$ cat src/rtl/itf_req_sched_pkg.sv
// itf_pkg: shared state encoding, port counts and direction constants for the interface request scheduler
package itf_pkg;
  typedef enum logic [1:0] {IDLE = 2'd0, CMD = 2'd1, XFER = 2'd2} stateT;
  localparam int NUM_WRPORT_DEF = 4;
  localparam int NUM_RDPORT_DEF = 2;
  localparam int NUM_PORT = NUM_WRPORT_DEF + NUM_RDPORT_DEF;
  localparam int PW = $clog2(NUM_PORT);
  localparam int ADDR_WIDTH_DEF = 16;
  localparam int DRAM_ADDR_WIDTH_DEF = 32;
  localparam logic DIR_WR = 1'b0;
  localparam logic DIR_RD = 1'b1;
endpackage

$ cat src/rtl/itf_req_sched_if.sv
// itf_req_sched_if: buffer request flags in, registered grant command out, transfer completion back
interface itf_req_sched_if import itf_pkg::*; #(
  parameter int NUM_WRPORT = NUM_WRPORT_DEF,
  parameter int NUM_RDPORT = NUM_RDPORT_DEF,
  parameter int ADDR_WIDTH = ADDR_WIDTH_DEF,
  parameter int DRAM_ADDR_WIDTH = DRAM_ADDR_WIDTH_DEF
) ();
  localparam int N = NUM_WRPORT + NUM_RDPORT;
  localparam int IW = $clog2(N);
  logic [N-1:0] Req_Urgent;
  logic [N*ADDR_WIDTH-1:0] Req_Num;
  logic [N*ADDR_WIDTH-1:0] Req_Addr;
  logic [N*DRAM_ADDR_WIDTH-1:0] Req_BaseAddr;
  logic Gnt_Vld;
  logic Gnt_Rdy;
  logic [IW-1:0] Gnt_Idx;
  logic Gnt_Rd;
  logic [ADDR_WIDTH-1:0] Gnt_Num;
  logic [DRAM_ADDR_WIDTH-1:0] Gnt_DramAddr;
  logic Xfer_Done;
  logic Busy;
  modport master (
    input Req_Urgent, Req_Num, Req_Addr, Req_BaseAddr, Gnt_Rdy, Xfer_Done,
    output Gnt_Vld, Gnt_Idx, Gnt_Rd, Gnt_Num, Gnt_DramAddr, Busy
  );
  modport slave (
    output Req_Urgent, Req_Num, Req_Addr, Req_BaseAddr, Gnt_Rdy, Xfer_Done,
    input Gnt_Vld, Gnt_Idx, Gnt_Rd, Gnt_Num, Gnt_DramAddr, Busy
  );
endinterface

$ cat src/rtl/itf_req_sched_rr_pick.sv
// itf_rr_pick: round-robin search, first set request at index >= ptr, wrapping N-1 -> 0
module itf_rr_pick #(
  parameter int N = 6,
  parameter int IW = $clog2(N)
) (
  input  logic [N-1:0]  req,
  input  logic [IW-1:0] ptr,
  output logic          found,
  output logic [IW-1:0] idx
);
  localparam logic [IW:0] NV = (IW+1)'(N);
  logic [N-1:0] rot;
  logic [IW-1:0] off;
  logic [IW:0] sum;
  // rotate so ptr lands on bit 0, take lowest set bit, then rotate the offset back with explicit wrap
  always_comb begin
    rot = N'({req, req} >> ptr);
    off = '0;
    for (int i = N - 1; i >= 0; i--) if (rot[i]) off = IW'(i);
    sum = {1'b0, ptr} + {1'b0, off};
    idx = (sum >= NV) ? IW'(sum - NV) : IW'(sum);
    found = |req;
  end
endmodule

$ cat src/rtl/itf_req_sched.sv
// itf_req_sched: PAD-link request scheduler; optional per-port aging promotion under ITF_SCHED_AGING_EN
module itf_req_sched import itf_pkg::*; #(
  parameter int NUM_WRPORT = NUM_WRPORT_DEF,
  parameter int NUM_RDPORT = NUM_RDPORT_DEF,
  parameter int ADDR_WIDTH = ADDR_WIDTH_DEF,
  parameter int DRAM_ADDR_WIDTH = DRAM_ADDR_WIDTH_DEF,
  parameter int AGE_LIMIT = 255
) (
  input logic clk,
  input logic rst_n,
  itf_req_sched_if.master bus
);
  localparam int N = NUM_WRPORT + NUM_RDPORT;
  localparam int IW = $clog2(N);
  localparam int AW = ADDR_WIDTH;
  localparam int DAW = DRAM_ADDR_WIDTH;
  localparam logic [IW-1:0] LAST = IW'(N - 1);
  localparam logic [IW-1:0] FIRST_RD = IW'(NUM_WRPORT);
  stateT state, nextState;
  logic [IW-1:0] ptr, uIdx, nIdx, winIdx, gntIdx;
  logic [N-1:0] urgVec, normVec;
  logic uFound, nFound, anyReq, hs, gntRd;
  logic [AW-1:0] gntNum;
  logic [DAW-1:0] gntAddr;
  // a port has a normal request whenever it reports pending words
  always_comb for (int p = 0; p < N; p++) normVec[p] = bus.Req_Num[p*AW +: AW] != '0;
`ifdef ITF_SCHED_AGING_EN
  localparam logic [7:0] AGE_MAX = 8'(AGE_LIMIT);
  logic [7:0] age [N];
  // ages count waiting cycles of ungranted ports with pending words, saturating; cleared when the port is accepted
  always_ff @(posedge clk or negedge rst_n)
    if (!rst_n) for (int p = 0; p < N; p++) age[p] <= '0;
    else for (int p = 0; p < N; p++)
      age[p] <= (hs && gntIdx == IW'(p)) ? '0 :
                (normVec[p] && !(state != IDLE && gntIdx == IW'(p)) && age[p] != AGE_MAX) ? age[p] + 8'd1 : age[p];
  // a port that has waited long enough competes alongside the urgent ones
  always_comb for (int p = 0; p < N; p++) urgVec[p] = bus.Req_Urgent[p] | (age[p] == AGE_MAX);
`else
  // without aging only the buffer EmptyFull flags make a port urgent
  always_comb urgVec = bus.Req_Urgent;
`endif
  itf_rr_pick #(.N(N), .IW(IW)) uPick (.req(urgVec), .ptr(ptr), .found(uFound), .idx(uIdx));
  itf_rr_pick #(.N(N), .IW(IW)) nPick (.req(normVec), .ptr(ptr), .found(nFound), .idx(nIdx));
  // port 0 urgent overrides everything, then the urgent round-robin, then the normal round-robin
  always_comb begin
    winIdx = bus.Req_Urgent[0] ? '0 : uFound ? uIdx : nIdx;
    anyReq = uFound | nFound;
    hs = (state == CMD) & bus.Gnt_Rdy;
  end
  // state register
  always_ff @(posedge clk or negedge rst_n)
    if (!rst_n) state <= IDLE;
    else state <= nextState;
  // next state: offer a command, wait for acceptance, wait for burst completion
  always_comb
    nextState = (state == IDLE) ? (anyReq ? CMD : IDLE) :
                (state == CMD) ? (bus.Gnt_Rdy ? XFER : CMD) :
                (bus.Xfer_Done ? IDLE : XFER);
  // grant payload is captured only when leaving IDLE, so later request changes cannot disturb it
  always_ff @(posedge clk or negedge rst_n)
    if (!rst_n) begin
      gntIdx <= '0;
      gntRd <= DIR_WR;
      gntNum <= '0;
      gntAddr <= '0;
      ptr <= '0;
    end else begin
      if (state == IDLE && anyReq) begin
        gntIdx <= winIdx;
        gntRd <= (winIdx >= FIRST_RD) ? DIR_RD : DIR_WR;
        gntNum <= bus.Req_Num[winIdx*AW +: AW];
        gntAddr <= bus.Req_BaseAddr[winIdx*DAW +: DAW] + DAW'(bus.Req_Addr[winIdx*AW +: AW]);
      end
      if (hs) ptr <= (gntIdx == LAST) ? '0 : gntIdx + 1'b1;
    end
  // outputs: valid only while offering the command, busy for the whole grant lifetime
  always_comb begin
    bus.Gnt_Vld = state == CMD;
    bus.Busy = state != IDLE;
    bus.Gnt_Idx = gntIdx;
    bus.Gnt_Rd = gntRd;
    bus.Gnt_Num = gntNum;
    bus.Gnt_DramAddr = gntAddr;
  end
endmodule

$ cat src/flat_wrapper.sv
// flat-port wrapper written by rule: the top's interface ports become plain ports
module itf_req_sched_flat import itf_pkg::*;
#(
  parameter int NUM_WRPORT = NUM_WRPORT_DEF,
  parameter int NUM_RDPORT = NUM_RDPORT_DEF,
  parameter int ADDR_WIDTH = ADDR_WIDTH_DEF,
  parameter int DRAM_ADDR_WIDTH = DRAM_ADDR_WIDTH_DEF,
  parameter int AGE_LIMIT = 255
)
  (clk, rst_n, bus_Req_Urgent, bus_Req_Num, bus_Req_Addr, bus_Req_BaseAddr, bus_Gnt_Rdy, bus_Xfer_Done, bus_Gnt_Vld, bus_Gnt_Idx, bus_Gnt_Rd, bus_Gnt_Num, bus_Gnt_DramAddr, bus_Busy);
  itf_req_sched_if #(.NUM_WRPORT(NUM_WRPORT), .NUM_RDPORT(NUM_RDPORT), .ADDR_WIDTH(ADDR_WIDTH), .DRAM_ADDR_WIDTH(DRAM_ADDR_WIDTH)) bus_i ();
  input logic clk;
  input logic rst_n;
  input wire logic [$bits(bus_i.Req_Urgent)-1:0] bus_Req_Urgent;
  input wire logic [$bits(bus_i.Req_Num)-1:0] bus_Req_Num;
  input wire logic [$bits(bus_i.Req_Addr)-1:0] bus_Req_Addr;
  input wire logic [$bits(bus_i.Req_BaseAddr)-1:0] bus_Req_BaseAddr;
  input wire logic [$bits(bus_i.Gnt_Rdy)-1:0] bus_Gnt_Rdy;
  input wire logic [$bits(bus_i.Xfer_Done)-1:0] bus_Xfer_Done;
  output wire logic [$bits(bus_i.Gnt_Vld)-1:0] bus_Gnt_Vld;
  output wire logic [$bits(bus_i.Gnt_Idx)-1:0] bus_Gnt_Idx;
  output wire logic [$bits(bus_i.Gnt_Rd)-1:0] bus_Gnt_Rd;
  output wire logic [$bits(bus_i.Gnt_Num)-1:0] bus_Gnt_Num;
  output wire logic [$bits(bus_i.Gnt_DramAddr)-1:0] bus_Gnt_DramAddr;
  output wire logic [$bits(bus_i.Busy)-1:0] bus_Busy;
  assign bus_i.Req_Urgent = bus_Req_Urgent;
  assign bus_i.Req_Num = bus_Req_Num;
  assign bus_i.Req_Addr = bus_Req_Addr;
  assign bus_i.Req_BaseAddr = bus_Req_BaseAddr;
  assign bus_i.Gnt_Rdy = bus_Gnt_Rdy;
  assign bus_i.Xfer_Done = bus_Xfer_Done;
  assign bus_Gnt_Vld = bus_i.Gnt_Vld;
  assign bus_Gnt_Idx = bus_i.Gnt_Idx;
  assign bus_Gnt_Rd = bus_i.Gnt_Rd;
  assign bus_Gnt_Num = bus_i.Gnt_Num;
  assign bus_Gnt_DramAddr = bus_i.Gnt_DramAddr;
  assign bus_Busy = bus_i.Busy;
  itf_req_sched #(.NUM_WRPORT(NUM_WRPORT), .NUM_RDPORT(NUM_RDPORT), .ADDR_WIDTH(ADDR_WIDTH), .DRAM_ADDR_WIDTH(DRAM_ADDR_WIDTH), .AGE_LIMIT(AGE_LIMIT)) u_core (.clk(clk), .rst_n(rst_n), .bus(bus_i));
endmodule
$ cat config.mk
export PLATFORM = sky130hd
export DESIGN_NAME = itf_req_sched_flat
export DESIGN_NICKNAME = d
export VERILOG_FILES = /design/src/rtl/itf_req_sched_pkg.sv /design/src/rtl/itf_req_sched_if.sv /design/src/rtl/itf_req_sched_rr_pick.sv /design/src/rtl/itf_req_sched.sv /design/src/flat_wrapper.sv
export SDC_FILE = /design/constraint.sdc
export NUM_CORES = 1
export LEC_CHECK = 0
export CAP_MARGIN = 20
export CORE_AREA = 2 2 174 176
export CTS_CLUSTER_DIAMETER = 200
export DETAILED_ROUTE_END_ITERATION = 16
export DIE_AREA = 0 0 176 178
export GPL_TIMING_DRIVEN = 0
export PLACE_DENSITY_LB_ADDON = 0.05
export SYNTH_ARGS = -nofsm -noshare
export SYNTH_HDL_FRONTEND = slang
export SYNTH_SLANG_ARGS = --single-unit
export TNS_END_PERCENT = 100
$ cat constraint.sdc
create_clock -name clk -period 10 [get_ports clk]
set_input_delay 1.5 -clock clk [delete_from_list [all_inputs] [get_ports clk]]
set_output_delay 1.5 -clock clk [all_outputs]
set_load 0.01 [all_outputs]
==> results_dict.tcl, run 1 <==
set metrics [dict create \
    synth_edf_count 0 \
    ys_top_cells_by_area "dfrtp_1, nand2_1, nand3_1, mux2i_1, o21ai_0" \
    route.detailed.drc 0 \
    dieArea_mm2 0.0313 \
    cts_sinks 57 \
    postRouteAntennaNets 0 \
    fill_cells 3078 \
    clk_latency_ns 0.34 \
    synth_nets 1589 \
    grt_pass1_wl_um 59800 \
    cts_buffers 9 \
    clock.fmax_mhz 106 \
    hold_viol 0 \
    timing.hold.ws_ns 0.477 \
    seq_area_frac_synth 0.185 \
    critical_path.slowest_cell "or4_2" \
    r2r_start "u_core.ptr[0]" \
    timing.setup.tns_ns 0 \
    holdPathEnd "u_core.bus.Gnt_Num[10]" \
    maxSlewHeadroom 0.393 \
    nNetsFinal 2049 \
    via_per_inst 5.18 \
    syn_to_final_growth_pct 69.9 \
    yosys.cell_count.top_type "nand2_1" \
    min_path_type "flop to flop" \
    end_kind "flop" \
    dpl.hpwl_um 34100 \
    h-tree-depth 3 \
    rrSetupSlack_ns 1.86 \
    fin_crit_ns 9.45 \
    tightestPinTransition_ns 0.904 \
    arrival_ns 9.65 \
    wl_um 40900 \
    hp-start "u_core.bus.Gnt_Num[10]" \
    outcome "completed" \
    num_vias 10493 \
    start_util 0.263 \
    crit_type "input pin to flop" \
    clock_skew_ns 0.00806 \
    core_mm2 0.0294 \
    post-route-period-util 0.945 \
    yosysWarnings 0 \
    grt_pass1_vias 10403 \
    clockBufferDepth 2 \
    reg2reg_to "u_core.bus.Gnt_DramAddr[28]" \
    cts-hold-fix-buffers 0 \
    gp_congestion 0.902 \
    grt_remaining_overflow 0 \
    die_x_um 176 \
    powerDensity_mw_per_mm2 394 \
    hold_depth 2 \
    p_leak_uw 0.00523 \
    port_buffers 446 \
    wl_per_cell_um 20.2 \
    drt_pre_antenna_iters 5 \
    setup.worst_path.start_class "input pin" \
    yosysTopAreaCell "dfrtp_1" \
    row_count 63 \
    synth_commonest_cells "nand2_1, nand3_1, o21ai_0, dfrtp_1, a21oi_1" \
    drive_gt1_frac 0.0612 \
    synth_seq_cells 57 \
    ios 448 \
    drv_slew 0 \
    ir_worst_vdd_mv 0.262 \
    setup_viol 0 \
    clk_pin_slew_ns 0.05 \
    required_ns 10.19 \
    drt_iter0_markers 650 \
    syn_avg_cell_area_um2 6.60 \
    cp_max_fo 10 \
    synth-async-reset-ratio 1.00 \
    n_antenna_cell 0 \
    ff2ff_path_depth 28 \
    worst_path_dominant_cell_family "compound AO/OA/AOI/OAI gates" \
    ys.flop_type "dfrtp_1" \
    die_h_um 178 \
    crit_path_max_incr_delay_ns 0.68 \
    ys_types 79 \
    grt_max_degree 58 \
    cts_tree "done" \
    synth_area_mm2 0.00772 \
    finalPower_uw 5170 \
    synth_top_area_frac 0.185 \
    grtUsageTotal 0.251 \
    drv_cap 0 \
    cpMostUsedCell "a21o_1" \
    worst-path-buf-inv 6 \
    cts-root-buf "clkbuf_16" \
    synthesis.instances 1170 \
    antenna_found_initial 0 \
]
## layer usage
metal / track usage / share of wire / vias to the layer above
li1: - / - / 5127
met1: 0.301 / 0.40 / 4908
met2: 0.448 / 0.51 / 405
met3: 0.0573 / 0.066 / 53
met4: 0.0713 / 0.026 / 0
met5: 0 / 0 / -
## per-stage QoR
step,instance area (um^2),utilization,setup slack (ns),cells
final,13100,0.446,0.546,2024
after CTS,13000,0.443,0.0309,2022
after global routing,13100,0.446,-0.0118,2024
after global placement,12700,0.431,-0.989,2006
after floorplan,7720,-,1.87,1170
after detailed placement,12700,0.431,-1.03,2007
## state kept, by name, indices dropped and copies added, names as in the netlist
register                 cells
u_core.state                 2
u_core.bus.Gnt_Idx           3
u_core.ptr                   3
u_core.bus.Gnt_Rd            1
u_core.bus.Gnt_Num          16
u_core.bus.Gnt_DramAddr     32
## area by class of cell
| type | count | area [um^2] | share of cell area |
|---|---|---|---|
| multi-input cells | 1013 | 5970 | 0.455 |
| inverters | 16 | 60.1 | 0.00458 |
| repair buffers | 450 | 4490 | 0.342 |
| flip-flops and latches | 57 | 1430 | 0.109 |
| clock inverters | 5 | 80.1 | 0.00610 |
| well taps | 390 | 488 | 0.0372 |
| clock buffers | 10 | 239 | 0.0182 |
| plain buffers | 83 | 364 | 0.0278 |
## what timing repair did
item	in CTS	in global routing
setup buffers	0	2
pin swaps	1	2
endpoints found under the setup margin	20	18
gates resized for setup	11	30
## placed cells by master, fill, tap and decap left out, types with 4 or more instances in the layout
master	count
a211oi_1	10
a21o_1	11
a21oi_1	56
a31oi_1	26
a32o_1	4
and3_1	4
buf_1	13
buf_2	7
buf_4	6
clkbuf_1	42
clkbuf_16	9
clkbuf_2	18
clkdlybuf4s50_1	445
dfrtp_1	57
ha_1	22
inv_1	13
mux2_2	8
mux2i_1	54
mux4_2	7
nand2_1	350
nand2b_1	5
nand3_1	163
nand4_1	12
nor2_1	22
nor2b_1	4
nor3_1	14
nor4_1	23
nor4_4	4
o211ai_1	8
o21a_1	4
o21ai_0	91
o22ai_1	10
o31a_1	4
o31ai_1	6
xnor2_1	14
xor2_1	13
## worst reg2reg max path: cells and delay by family (launching register included)
kind	cells	cell delay [ns]
AOI/OAI and AO/OA	11	2.66
xor gates and xnor gates	2	0.51
adders and majority gates	4	1.33
buffers and inverters	5	1.69
DFF	1	0.51
muxes	2	0.80
and+or+nand+nor	4	0.48
## worst max-delay path by stage
stage,startpoint,to,depth (start not counted)
2_1_floorplan,bus_Req_Num[27],u_core.bus.Gnt_DramAddr[22],31
3_3_place_gp,bus_Req_Num[11],u_core.bus.Gnt_DramAddr[31],35
3_5_place_dp,bus_Req_Num[11],u_core.bus.Gnt_DramAddr[31],35
4_1_cts,bus_Req_Num[27],u_core.bus.Gnt_DramAddr[28],36
5_1_grt,bus_Req_Num[11],u_core.bus.Gnt_DramAddr[31],36
6_report,bus_Req_Num[11],u_core.bus.Gnt_DramAddr[28],32
## power breakdown
part / switching (uW) / internal (uW)
registers: 78.6 / 364
logic: 2600 / 1790
clock network: 113 / 223
total: 2790 / 2380
## cells by family after synthesis
kind of cell | after synthesis | share of synthesized area
simple gates | 627 | 0.368
compound gates | 265 | 0.219
buf+inv | 100 | 0.0523
mux | 69 | 0.102
flops | 57 | 0.185
xor+xnor | 27 | 0.0306
fa+ha+maj | 25 | 0.0434
Note: power is estimated with default switching activity, not from simulation.
==> run 2: changes to the inputs <==
--- a/config.mk
+++ b/config.mk
@@ -11,8 +11,8 @@
 export DETAILED_ROUTE_END_ITERATION = 16
 export DIE_AREA = 0 0 176 178
 export GPL_TIMING_DRIVEN = 0
-export PLACE_DENSITY_LB_ADDON = 0.05
+export PLACE_DENSITY = 0.7
 export SYNTH_ARGS = -nofsm -noshare
 export SYNTH_HDL_FRONTEND = slang
 export SYNTH_SLANG_ARGS = --single-unit
-export TNS_END_PERCENT = 100
+export TNS_END_PERCENT = 50
==> run 2 against run 1 <==
Core utilization barely moved; sequential power barely moved; total power rose by 1.3%; clock skew fell by 0.0042 ns; routed wire length rose by 5.4%; combinational power rose by 2%; critical path depth rose by 2; first-iteration DRC count rose by 14%; via count rose by 3.8%; final cell count barely moved; critical path type unchanged; critical endpoint unchanged; largest power group unchanged.
==> results_dict.tcl, run 2 (synthesized netlist as in run 1, its figures left out) <==
set metrics [dict create \
    syn_to_final_growth_pct 69.8 \
    drv_slew 0 \
    die_x_um 176 \
    route.detailed.drc 0 \
    setup_viol 0 \
    min_path_type "flop to flop" \
    top_layer "met4" \
    postRouteAntennaNets 0 \
    grt_pass1_vias 10825 \
    p_leak_uw 0.00522 \
    cts_tree "done" \
    ios 448 \
    maxSlewHeadroom 0.237 \
    drive_gt1_frac 0.0600 \
    cts_sinks 57 \
    dpl.cell_count 2007 \
    h-tree-depth 3 \
    critical_path.slowest_cell "clkbuf_1" \
    required_ns 10.20 \
    powerDensity_mw_per_mm2 400 \
    rsz0062_at_grt "false" \
    port_buffers 446 \
    fin_crit_ns 9.65 \
    grt_pass1_wl_um 62600 \
    layout_setup_ws_ns 0.345 \
    antenna_found_initial 1 \
    hold_viol 0 \
    fin_area_mm2 0.0131 \
    place_area_mm2 0.0127 \
    seq_power_share 0.085 \
    via_per_inst 5.38 \
    final_common_cell "clkdlybuf4s50_1" \
    post-route-period-util 0.965 \
    dieArea_mm2 0.0313 \
    core_mm2 0.0294 \
    cp_max_fo 10 \
    arrival_ns 9.85 \
    grtUsageTotal 0.264 \
    crit_type "input pin to flop" \
    dr_wl_met3_um 2830 \
    drv_cap 0 \
    wl_met1_um 16900 \
    preCtsSetupSlack_ns -1.15 \
    clk_pin_slew_ns 0.06 \
    row_count 63 \
    power_frac_comb 0.850 \
    wl_per_cell_um 21.3 \
    drt_pre_antenna_iters 5 \
    crit_path_max_incr_delay_ns 0.67 \
    cpMostUsedCell "o21ai_0" \
    cts_buffers 9 \
    clock_skew_ns 0.00383 \
    drt_iter0_markers 739 \
    setup.worst_path.start_class "input pin" \
    largest_reg_flops 32 \
    grt_max_degree 58 \
    outcome "completed" \
    num_vias 10888 \
    power.net_switching_uw 2880 \
    start_util 0.263 \
    tightestPinTransition_ns 1.13 \
    wl_um 43200 \
    dpl.hpwl_um 35600 \
    gp_congestion 0.922 \
    wl_met2_um 22000 \
    ir_worst_vdd_mv 0.209 \
    intPower_uw 2360 \
    cts-root-buf "clkbuf_16" \
    end_kind "flop" \
    clock.fmax_mhz 104 \
    swShare 0.550 \
    clockBufferDepth 2 \
    finalNonFillerCells 2022 \
    grt_remaining_overflow 0 \
    n_antenna_cell 0 \
    nNetsFinal 2047 \
    p_clk_frac 0.065 \
    die_h_um 178 \
    clk_latency_ns 0.34 \
    final_cell_mix "clkdlybuf4s50_1, nand2_1, nand3_1" \
    cts-hold-fix-buffers 0 \
]
run 2: timing repair:
action | in CTS | in global routing
resized for setup | 12 | 25
buffers inserted | 0 | 2
pin swaps | 1 | 2
endpoints found under the setup margin | 20 | 17
run 2: per-stage QoR:
step | hold WS, ns | setup TNS (ns) | util | power [uW]
global placement | 0.463 | -16.47 | 0.431 | 4760
detailed placement | 0.470 | -18.13 | 0.431 | 4820
finish | 0.474 | 0 | 0.446 | 5240
floorplan | 0.516 | 0 | - | 3330
global route | 0.496 | 0 | 0.446 | 5700
CTS | 0.482 | 0 | 0.443 | 5220
run 2: final cells by class:
cell class | instances | area (um^2)
plain buffers | 82 | 357
fillers | 3039 | 16300
well taps | 390 | 488
clock buffers | 10 | 239
multi-input cells | 1013 | 5970
inverters | 16 | 60.1
repair buffers | 449 | 4480
flip-flops and latches | 57 | 1430
clock inverters | 5 | 80.1
run 2: routing by layer:
layer | track usage | vias to the layer above
met1 | 0.310 | 5123
met4 | 0.0933 | 0
met2 | 0.481 | 543
met3 | 0.0460 | 95
li1 | - | 5127
met5 | 0 | -
run 2: final timing paths:
kind	start	endpoint	slack, ns	depth (start not counted)
hold / removal	u_core.bus.Gnt_DramAddr[3]	u_core.bus.Gnt_DramAddr[3]	0.47	2
setup reg to reg	u_core.ptr[0]	u_core.bus.Gnt_DramAddr[28]	1.75	28
setup / recovery	bus_Req_Num[11]	u_core.bus.Gnt_DramAddr[28]	0.35	34
hold reg to reg	u_core.bus.Gnt_DramAddr[3]	u_core.bus.Gnt_DramAddr[3]	0.47	2
max in group asynchronous	rst_n	u_core.bus.Gnt_DramAddr[11]	8.19	1
min in group asynchronous	rst_n	u_core.ptr[0]	1.25	1
run 2: critical path, delay by kind of cell:
kind	cells	cell delay, ns
adders and majority gates	3	0.78
buffers and inverters	7	2.79
xor gates and xnor gates	1	0.21
and+or+nand+nor	11	2.37
AOI/OAI and AO/OA	10	1.58
muxes	2	0.58
run 2: power by group through the flow:
stage                     registers (uW)  clock network [uW]  logic [uW]
after floorplan                      474                   0        2860
after CTS                            442                 350        4430
final                                443                 342        4460
after global routing                 455                 358        4880
after detailed placement             445                   0        4380
after global placement               441                   0        4320
